[src/rtl/transmit.sv]
// 8N1 UART transmitter with a one-byte holding register in front of the shifter.
// Accepts bytes on a valid/ready handshake; txd idles high and is fully registered.
module transmit #(
  parameter real BAUD = 9.6e3,
  parameter real FREQ = 12e6
) (
  input  logic       clk,
  input  logic       rst,
  input  logic [7:0] data,
  input  logic       valid,
  output logic       ready,
  output logic       txd,
  output logic       busy
);

  localparam int CYCLES = int'(FREQ / BAUD);
  localparam int CW     = (CYCLES > 1) ? $clog2(CYCLES) : 1;
  localparam logic [CW-1:0] CMAX = CW'(CYCLES - 1);

  typedef enum logic [1:0] {IDLE, START, DATA, STOP} state_t;

  state_t        state, state_n;
  logic [CW-1:0] cnt, cnt_n;
  logic [2:0]    bitn, bitn_n;
  logic [7:0]    shreg, shreg_n;
  logic [7:0]    hold;
  logic          hold_full;
  logic          live;
  logic          txd_n;
  logic          take;
  logic          bit_end;
  logic          accept;

  // live keeps ready low during reset and raises it on the first released edge
  assign ready   = live & ~hold_full;
  assign busy    = (state != IDLE) | hold_full;
  assign accept  = valid & ready;
  assign bit_end = (cnt == CMAX);

  always_comb begin
    state_n = state;
    cnt_n   = bit_end ? '0 : cnt + 1'b1;
    bitn_n  = bitn;
    shreg_n = shreg;
    txd_n   = txd;
    take    = 1'b0;
    case (state)
      IDLE: begin
        cnt_n = '0;
        if (hold_full) begin
          state_n = START;
          shreg_n = hold;
          txd_n   = 1'b0;
          take    = 1'b1;
        end
      end
      START: begin
        if (bit_end) begin
          state_n = DATA;
          bitn_n  = 3'd0;
          txd_n   = shreg[0];
          shreg_n = {1'b0, shreg[7:1]};
        end
      end
      DATA: begin
        if (bit_end) begin
          bitn_n = bitn + 3'd1;
          if (bitn == 3'd7) begin
            state_n = STOP;
            txd_n   = 1'b1;
          end else begin
            txd_n   = shreg[0];
            shreg_n = {1'b0, shreg[7:1]};
          end
        end
      end
      STOP: begin
        // chain straight into the next start bit when a byte is waiting
        if (bit_end) begin
          if (hold_full) begin
            state_n = START;
            shreg_n = hold;
            txd_n   = 1'b0;
            take    = 1'b1;
          end else begin
            state_n = IDLE;
          end
        end
      end
      default: state_n = IDLE;
    endcase
  end

  always_ff @(posedge clk) begin
    if (rst) begin
      state     <= IDLE;
      cnt       <= '0;
      bitn      <= 3'd0;
      shreg     <= 8'h00;
      txd       <= 1'b1;
      hold      <= 8'h00;
      hold_full <= 1'b0;
      live      <= 1'b0;
    end else begin
      live  <= 1'b1;
      state <= state_n;
      cnt   <= cnt_n;
      bitn  <= bitn_n;
      shreg <= shreg_n;
      txd   <= txd_n;
      if (accept) begin
        hold      <= data;
        hold_full <= 1'b1;
      end else if (take) begin
        hold_full <= 1'b0;
      end
    end
  end

endmodule

[config.mk]
export PLATFORM = sky130hd
export DESIGN_NAME = transmit
export DESIGN_NICKNAME = d
export VERILOG_FILES = /design/src/rtl/transmit.sv
export SDC_FILE = /design/constraint.sdc
export NUM_CORES = 1
export LEC_CHECK = 0
export ABC_CLOCK_PERIOD_IN_PS = 1700
export CAP_MARGIN = 30
export CORE_AREA = 2 2 70 106
export CTS_BUF_LIST = sky130_fd_sc_hd__clkbuf_16
export CTS_CLUSTER_SIZE = 25
export DETAILED_ROUTE_END_ITERATION = 6
export DIE_AREA = 0 0 72 108
export MAX_ROUTING_LAYER = met4
export PLACE_DENSITY = 0.37
export SKIP_LAST_GASP = 1
export SYNTH_ARGS = -nofsm -noshare
export SYNTH_HDL_FRONTEND = slang
export SYNTH_SLANG_ARGS = --single-unit
export TNS_END_PERCENT = 1
[constraint.sdc]
create_clock -name clk -period 1.7 [get_ports clk]
set_input_delay 0.255 -clock clk [delete_from_list [all_inputs] [get_ports clk]]
set_output_delay 0.255 -clock clk [all_outputs]
set_load 0.02 [all_outputs]
==> results of run 1 <==
layout make-up:
cell class | count | share of cell area [%]
Clock buffer | 5 | 5.71
Clock inverter | 3 | 1.77
Inverter | 9 | 1.54
Multi-Input combinational cell | 136 | 41.4
Sequential cell | 35 | 32.0
Tap cell | 78 | 4.45
Timing Repair Buffer | 34 | 13.2
what timing repair did:
| item | CTS | global route |
|---|---|---|
| hold endpoints to repair | 0 | 0 |
| gates cloned | 0 | 0 |
| pin swaps | 0 | 4 |
| endpoints found under the setup margin | 12 | 11 |
| gates resized for setup | 1 | 5 |
| hold buffers | 0 | 0 |
worst paths after layout:
check / start / to / slack (ns) / cells past startpoint
setup / recovery: state[0] / shreg[1] / -0.02 / 6
hold / removal: hold[5] / hold[5] / 0.46 / 2
hold reg to reg: hold[5] / hold[5] / 0.46 / 2
setup reg to reg: state[0] / shreg[1] / -0.02 / 6
cells by family (layout without fill, tap and decap cells):
logic type	Yosys count	after routing
AOI/OAI and AO/OA	41	41
DFF	35	35
and+or+nand+nor	70	70
buffers and inverters	20	51
adders and majority gates	9	9
muxes	7	7
xor gates and xnor gates	9	9
layer usage:
| metal | up-vias | share of wire, % | GRT usage (%) |
|---|---|---|---|
| met5 | - | 0 | - |
| met1 | 697 | 41 | 11.4 |
| met2 | 13 | 55 | 21.6 |
| met3 | 5 | 2.5 | 2.61 |
| met4 | 0 | 2.0 | 5.26 |
| li1 | 733 | - | - |
per-stage QoR:
step / std cells / TNS [ns] / total power [mW] / util (%) / setup WS [ns]
finish: 300 / -0.0626 / 3.00 / 32.2 / -0.0242
global route: 300 / -1.11 / 3.19 / 32.2 / -0.137
CTS: 300 / -1.53 / 3.00 / 31.9 / -0.190
detailed placement: 292 / -1.40 / 1.97 / 29.5 / -0.192
global placement: 292 / -1.01 / 1.96 / 29.5 / -0.121
floorplan: 191 / 0 / 1.63 / - / 0.000532
critical path: stages, from the launching register on:
cell and delay (ns):
dfxtp_1 0.36, inv_1 0.10, ha_2 0.24, nor3_4 0.25
a41oi_4 0.13, or3_1 0.42, a21oi_1 0.15
power by group:
part           switching [mW]  internal (mW)  total [mW]
clock                   0.347          0.684        1.03
sequential             0.0486          0.890       0.939
combinational           0.587          0.446        1.03
total                   0.982           2.02        3.00
cell usage in the layout (no fill, tap or decap), types with 2 or more instances in the layout:
cell type and instances:
a21oi_1 15, nand4_1 4, mux2i_1 7, or3_1 7, o41ai_1 2, buf_4 21
nor3_1 3, nand3_1 12, clkdlybuf4s50_1 11, xnor2_1 4, o21ai_0 10, clkbuf_16 5
nor2_1 16, ha_1 8, xor2_1 5, a211o_1 2, o211ai_1 2, o21ai_1 2
inv_1 9, dfxtp_1 35, nand2_1 19, o32ai_1 3
state kept, by name (all words and copies together), names as in the netlist:
signal / count
hold_full: 1
hold: 8
bitn: 3
txd: 1
live: 1
shreg: 8
cnt: 11
state: 2
==> impl_metrics.tcl, run 1 <==
set metrics [dict create \
    status "complete, but fails checks" \
    violations "setup timing" \
    die_h_um 108 \
    die_w_um 72 \
    synth_area_leaders "dfxtp_1 (42%), ha_1 (6.8%), a21oi_1 (4.5%), nand2_1 (4.3%), mux2i_1 (4.2%)" \
    drcViolationCount 0 \
    grt_max_degree 21 \
    yosys-top-cells-count "dfxtp_1 (35), nand2_1 (19), nor2_1 (16)" \
    netlist.area_leader.share_pct 42.0 \
    hp-class "register to register" \
    multi_input_area_um2 907 \
    clk_path_buf_depth 2 \
    wl_per_cell_um 13.5 \
    synth_seq_cells 35 \
    vdd_ir_drop_max_uv 565 \
    gp_congestion 0.744 \
    fmax_ghz 0.580 \
    synth_fa_ha_area_share_pct 6.75 \
    grt_pass1_wl_um 6820 \
    avgSynthCellArea_um2 8.73 \
    cts_setup_buffers 0 \
    syn_inst 191 \
    ys_seq_area_share_pct 42.0 \
    drive_gt1_share_pct 14.9 \
    n_antenna_cell 0 \
    yosysMostFrequentCell "dfxtp_1" \
    ys.flop_type "dfxtp_1" \
    async_reset_ff_share_pct 0 \
    synth-compound-area-share_pct 15.5 \
    power_density_nw_per_um2 1370 \
    dpl_cell_area_um2 2010 \
    hpwl_um 3030 \
    fp.coreArea_um2 6810 \
    relSlewSlack_pct 65.5 \
    start_kind "register" \
    synth_xor_xnor_area_share_pct 4.73 \
    syn_to_final_growth_pct 31.4 \
    synth_top_family_by_area "simple AND/OR/NAND/NOR gates" \
    clk_pin_slew_ns 0.06 \
    synth_cell_types 36 \
    grt_usage_pct 11.7 \
    rows 37 \
    htree_levels 2 \
    clock_skew_ns 0.00669 \
    cts_made_buffers 5 \
    cts_sinks 35 \
    drtIter0Drc 53 \
    hold_viol 0 \
    power_leakage_nw 0.786 \
    synth-edff-count 0 \
    firstDrtPassIters 4 \
    dr_total_vias 1448 \
    maxCapViolCount 0 \
    regArea_um2 701 \
    syn-num-nets 211 \
    die_area_um2 7780 \
    grt_overflow 0 \
    final.fill_count 715 \
    tightest_slew_ns 0.515 \
    synth-simple-area-share_pct 21.7 \
    io_pins 14 \
    setup_violations 5 \
    slew_viol_final 0 \
    synth_top_cell_by_area "dfxtp_1" \
    muxShareOfSynthArea_pct 4.20 \
    antenna_found_initial 0 \
    start_util_pct 24.5 \
    worst_slack_ns -0.0242 \
    drtAntennaViolNets 0 \
    final_area_um2 2190 \
    period_share_pct 101 \
    ys.warnings.count 0 \
    worst_setup_path_end_kind "register" \
    syn-cell-area_um2 1670 \
    cts_tree "done" \
    wl_um 4050 \
    port_buffers 13 \
    via_per_inst 4.83 \
    rsz0062_at_grt "yes" \
    final_nets 241 \
    clkLatencyLatePin_ns 0.28 \
    critPathKind "register to register" \
    critPathMaxFanout 20 \
    holdWs_ns 0.456 \
    grt_pass1_vias 1491 \
    clock-root-buffer "clkbuf_16" \
    cp.arrival_ns 1.93 \
    finalCriticalPeriod_ns 1.72 \
    required_ns 1.91 \
]
No activity file was read; power rests on OpenSTA's default activity.
==> inputs of run 2 (changes only) <==
--- a/config.mk
+++ b/config.mk
@@ -5,15 +5,16 @@
 export SDC_FILE = /design/constraint.sdc
 export NUM_CORES = 1
 export LEC_CHECK = 0
-export ABC_CLOCK_PERIOD_IN_PS = 1700
+export ABC_CLOCK_PERIOD_IN_PS = 1900
 export CAP_MARGIN = 30
 export CORE_AREA = 2 2 70 106
 export CTS_BUF_LIST = sky130_fd_sc_hd__clkbuf_16
 export CTS_CLUSTER_SIZE = 25
 export DETAILED_ROUTE_END_ITERATION = 6
 export DIE_AREA = 0 0 72 108
+export GPL_TIMING_DRIVEN = 0
 export MAX_ROUTING_LAYER = met4
-export PLACE_DENSITY = 0.37
+export PLACE_DENSITY = 0.36
 export SKIP_LAST_GASP = 1
 export SYNTH_ARGS = -nofsm -noshare
 export SYNTH_HDL_FRONTEND = slang
==> constraint.sdc (replaced) <==
create_clock -name clk -period 1.9 [get_ports clk]
set_input_delay 0.285 -clock clk [delete_from_list [all_inputs] [get_ports clk]]
set_output_delay 0.285 -clock clk [all_outputs]
set_load 0.02 [all_outputs]
==> impl_metrics.tcl, run 2 (synthesized netlist as in run 1, its figures left out) <==
set metrics [dict create \
    required_ns 2.10 \
    clock-root-buffer "clkbuf_16" \
    power_frac_seq_pct 34.5 \
    n_antenna_cell 0 \
    fp.coreArea_um2 6810 \
    r2r-start "state[0]" \
    clk_path_buf_depth 2 \
    hp-start "rst" \
    rr_endpoint "shreg[6]" \
    cts_sinks 35 \
    relSlewSlack_pct 65.7 \
    grt_pass1_wl_um 6760 \
    min_to "shreg[7]" \
    start_util_pct 24.5 \
    drive_gt1_share_pct 7.62 \
    antenna_found_initial 0 \
    worst_setup_path_end_kind "register" \
    rows 37 \
    rsz0062_at_grt "yes" \
    p_comb_share_pct 34.5 \
    clkLatencyLatePin_ns 0.28 \
    status "complete, but fails checks" \
    grt_max_degree 11 \
    violations "setup timing" \
    power_density_nw_per_um2 1220 \
    slew_viol_final 0 \
    drtIter0Drc 44 \
    power_leakage_nw 0.693 \
    firstDrtPassIters 4 \
    finalCriticalPeriod_ns 1.92 \
    fin_setup_tns_ns -0.0236 \
    post-place-ws_ns -0.264 \
    syn_to_final_growth_pct 21.8 \
    mostFrequentLayoutCell "dfxtp_1" \
    grt_usage_pct 11.6 \
    p_int_mw 1.60 \
    die_w_um 72 \
    clk_pin_slew_ns 0.06 \
    rrSetupSlack_ns -0.02 \
    vdd_ir_drop_max_uv 354 \
    wl_um 4010 \
    grt_overflow 0 \
    cts_made_buffers 5 \
    clock_skew_ns 0.00852 \
    swShare_pct 35.4 \
    die_area_um2 7780 \
    fmax_ghz 0.520 \
    cts_setup_buffers 0 \
    fin_util_pct 29.8 \
    hold_depth 2 \
    gp_congestion 0.768 \
    p_switching_mw 0.873 \
    largest-register "cnt" \
    grt_pass1_vias 1420 \
    die_h_um 108 \
    wl_per_cell_um 13.9 \
    critPathMaxFanout 10 \
    io_pins 14 \
    final_nets 229 \
    start_kind "register" \
    cp.arrival_ns 2.12 \
    tightest_slew_ns 0.514 \
    reg.largest.list "cnt (11), hold (8), shreg (8)" \
    final_cell_mix "dfxtp_1 (35), nand2_1 (19), nor2_1 (16)" \
    hold_viol 0 \
    hp-class "input port to register" \
    maxCapViolCount 0 \
    worst_slack_ns -0.0236 \
    holdWs_ns 0.437 \
    critPathKind "register to register" \
    drtAntennaViolNets 0 \
    via_per_inst 4.84 \
    hpwl_um 2930 \
    dr_total_vias 1395 \
    period_share_pct 101 \
    setup_violations 1 \
    pwr-share-clk_pct 31.1 \
    largest_reg_flops 11 \
    drcViolationCount 0 \
    r2r_cells 8 \
    port_buffers 11 \
    htree_levels 2 \
    cts_tree "done" \
]
-- run 2: per-layer routing --
| layer | routed length (um) | vias to the layer above | global-route usage (%) |
|---|---|---|---|
| met3 | 97 | 6 | 2.24 |
| li1 | - | 711 | - |
| met5 | 0 | - | - |
| met4 | 80 | 0 | 6.47 |
| met2 | 2070 | 16 | 20.1 |
| met1 | 1760 | 662 | 12.1 |
-- run 2: how the worst max path moves through the flow --
| stage | start | to | slack (ns) | depth (start not counted) |
|---|---|---|---|---|
| 2_1_floorplan | state[1] | shreg[6] | 0.1 | 7 |
| 6_report | state[0] | shreg[6] | -0.02 | 8 |
| 3_5_place_dp | state[1] | shreg[6] | -0.26 | 7 |
| 3_3_place_gp | state[1] | shreg[6] | -0.21 | 7 |
| 5_1_grt | state[1] | shreg[6] | -0.17 | 7 |
| 4_1_cts | state[0] | shreg[4] | -0.10 | 8 |
-- run 2: worst max-delay path, cell delays in order (launching register included) --
cell and delay, ns:
dfxtp_1 0.36, inv_1 0.11, ha_1 0.20, clkbuf_1 0.19
nand2_1 0.14, o21ai_2 0.12, clkbuf_4 0.21, or3_1 0.38
a21oi_1 0.14
-- run 2: per-stage QoR --
step                instance area (um^2)  cells  power (mW)
floorplan                           1670    191        1.43
global placement                    1880    280        1.68
detailed placement                  1880    280        1.69
CTS                                 2030    288        2.50
global route                        2030    288        2.63
finish                              2030    288        2.47
-- run 2: cell type report --
type	instances	area, um^2
Fill cell	740	4770
Multi-Input combinational cell	136	891
Sequential cell	35	701
Clock buffer	5	125
Timing Repair Buffer	11	111
Tap cell	78	97.6
Buffer	11	60.1
Inverter	9	33.8
Clock inverter	3	11.3
-- run 2: power groups by stage --
stage                     clock network (mW)  registers (mW)  logic (mW)
final                                  0.767           0.851       0.851
after global placement                     0           0.861       0.816
after global routing                   0.819           0.859       0.947
after CTS                              0.794           0.850       0.859
after floorplan                            0           0.862       0.564
after detailed placement                   0           0.866       0.825
-- run 2: timing repair --
action	4_1_cts	5_1_grt
gates resized for setup	7	3
hold buffers	0	0
pin swaps	0	1
endpoints found under the hold margin	0	0
setup endpoints to repair	12	24
==> inputs of run 3 (changes only) <==
--- a/config.mk
+++ b/config.mk
@@ -15,7 +15,6 @@
 export GPL_TIMING_DRIVEN = 0
 export MAX_ROUTING_LAYER = met4
 export PLACE_DENSITY = 0.36
-export SKIP_LAST_GASP = 1
 export SYNTH_ARGS = -nofsm -noshare
 export SYNTH_HDL_FRONTEND = slang
 export SYNTH_SLANG_ARGS = --single-unit
==> impl_metrics.tcl, run 3 (synthesized netlist as in run 1, its figures left out) <==
set metrics [dict create \
    setup_violations 0 \
    r2r_cells 7 \
    gp_congestion 0.768 \
    drtIter0Drc 42 \
    io_pins 14 \
    rr_endpoint "shreg[6]" \
    largest-register "cnt" \
    vdd_ir_drop_max_uv 384 \
    post-place-ws_ns -0.264 \
    die_h_um 108 \
    worst_slack_ns 0.122 \
    tightest_slew_ns 0.519 \
    hold_depth 2 \
    fin_setup_tns_ns 0 \
    largest_reg_flops 11 \
    rrSetupSlack_ns 0.12 \
    start_util_pct 24.5 \
    cts_made_buffers 5 \
    final.fill_count 739 \
    min_to "state[1]" \
    period_share_pct 93.6 \
    firstDrtPassIters 4 \
    cts_sinks 35 \
    syn_to_final_growth_pct 23.9 \
    maxCapViolCount 0 \
    fp.coreArea_um2 6810 \
    start_kind "register" \
    slew_viol_final 0 \
    cp.arrival_ns 1.98 \
    drive_gt1_share_pct 10.8 \
    status "finished, final reports clean" \
    drtAntennaViolNets 0 \
    swShare_pct 35.3 \
    holdWs_ns 0.431 \
    final_nets 231 \
    reg.largest.list "cnt (11), hold (8), shreg (8)" \
    rows 37 \
    dpl_cell_area_um2 1880 \
    fin_util_pct 30.4 \
    hp-start "rst" \
    grt_pass1_vias 1420 \
    via_per_inst 4.88 \
    final_cell_mix "dfxtp_1 (33), nand2_1 (18), nor2_1 (16)" \
    dr_total_vias 1414 \
    critPathKind "register to register" \
    wl_um 4060 \
    clkLatencyLatePin_ns 0.28 \
    clock_skew_ns 0.00672 \
    power_leakage_nw 0.705 \
    p_switching_mw 0.888 \
    port_buffers 11 \
    finalCriticalPeriod_ns 1.78 \
    worst_setup_path_end_kind "register" \
    power_frac_seq_pct 34.0 \
    required_ns 2.10 \
    fmax_ghz 0.562 \
    r2r-start "state[1]" \
    grt_usage_pct 11.6 \
    cts_tree "done" \
    hpwl_um 2930 \
    final_area_um2 2070 \
    grt_overflow 0 \
    grt_pass1_wl_um 6780 \
    drcViolationCount 0 \
    wl_per_cell_um 14.0 \
    regArea_um2 703 \
    power_mw 2.52 \
    place_inst 280 \
    die_area_um2 7780 \
    hold_viol 0 \
    rsz0062_at_grt "yes" \
    power_density_nw_per_um2 1220 \
    htree_levels 2 \
    grt_max_degree 11 \
    pwr-share-clk_pct 30.4 \
    critPathMaxFanout 10 \
    p_comb_share_pct 35.7 \
    antenna_found_initial 0 \
    clock-root-buffer "clkbuf_16" \
    clk_path_buf_depth 2 \
    relSlewSlack_pct 65.4 \
    hp-class "input port to register" \
    layoutNonFillerInstCount 290 \
    p_int_mw 1.63 \
    die_w_um 72 \
    n_antenna_cell 0 \
    mostFrequentLayoutCell "dfxtp_1" \
    multi_input_area_um2 907 \
    clk_pin_slew_ns 0.06 \
]
-- run 3: power groups by stage --
stage	clock, mW	combinational [mW]	sequential, mW
after floorplan	0	0.564	0.862
final	0.765	0.898	0.856
after global routing	0.819	0.999	0.866
after CTS	0.794	0.877	0.850
after global placement	0	0.816	0.861
after detailed placement	0	0.825	0.866
-- run 3: worst max-delay path by stage --
stage / to / from
finish: shreg[6] / state[1]
global route: shreg[6] / state[1]
CTS: shreg[6] / state[0]
detailed placement: shreg[6] / state[1]
global placement: shreg[6] / state[1]
floorplan: shreg[6] / state[1]
-- run 3: cell type report --
class,count,share of cell area [%]
Multi-Input combinational cell,136,43.9
Sequential cell,35,34.0
Clock buffer,5,6.06
Timing Repair Buffer,13,5.94
Tap cell,78,4.72
Buffer,11,3.15
Inverter,9,1.64
Clock inverter,3,0.545
-- run 3: timing repair --
action                     4_1_cts  5_1_grt
pin swaps                        1        1
gates cloned                     0        0
resized for setup               11        8
setup buffers                    0        2
setup endpoints to repair       12       23
hold buffers                     0        0
-- run 3: per-layer routing --
layer / global-route usage [%] / routed length (um)
met1: 12.3 / 1760
met2: 20.1 / 2120
met3: 2.24 / 96
met4: 6.47 / 93
met5: - / 0
-- run 3: critical path, stage by stage, from the launching register on --
cell and delay [ns]:
dfxtp_2 0.36, inv_1 0.08, ha_1 0.29, buf_6 0.17, o21ai_4 0.09, buf_4 0.18, or3_1 0.37, a21oi_1 0.14
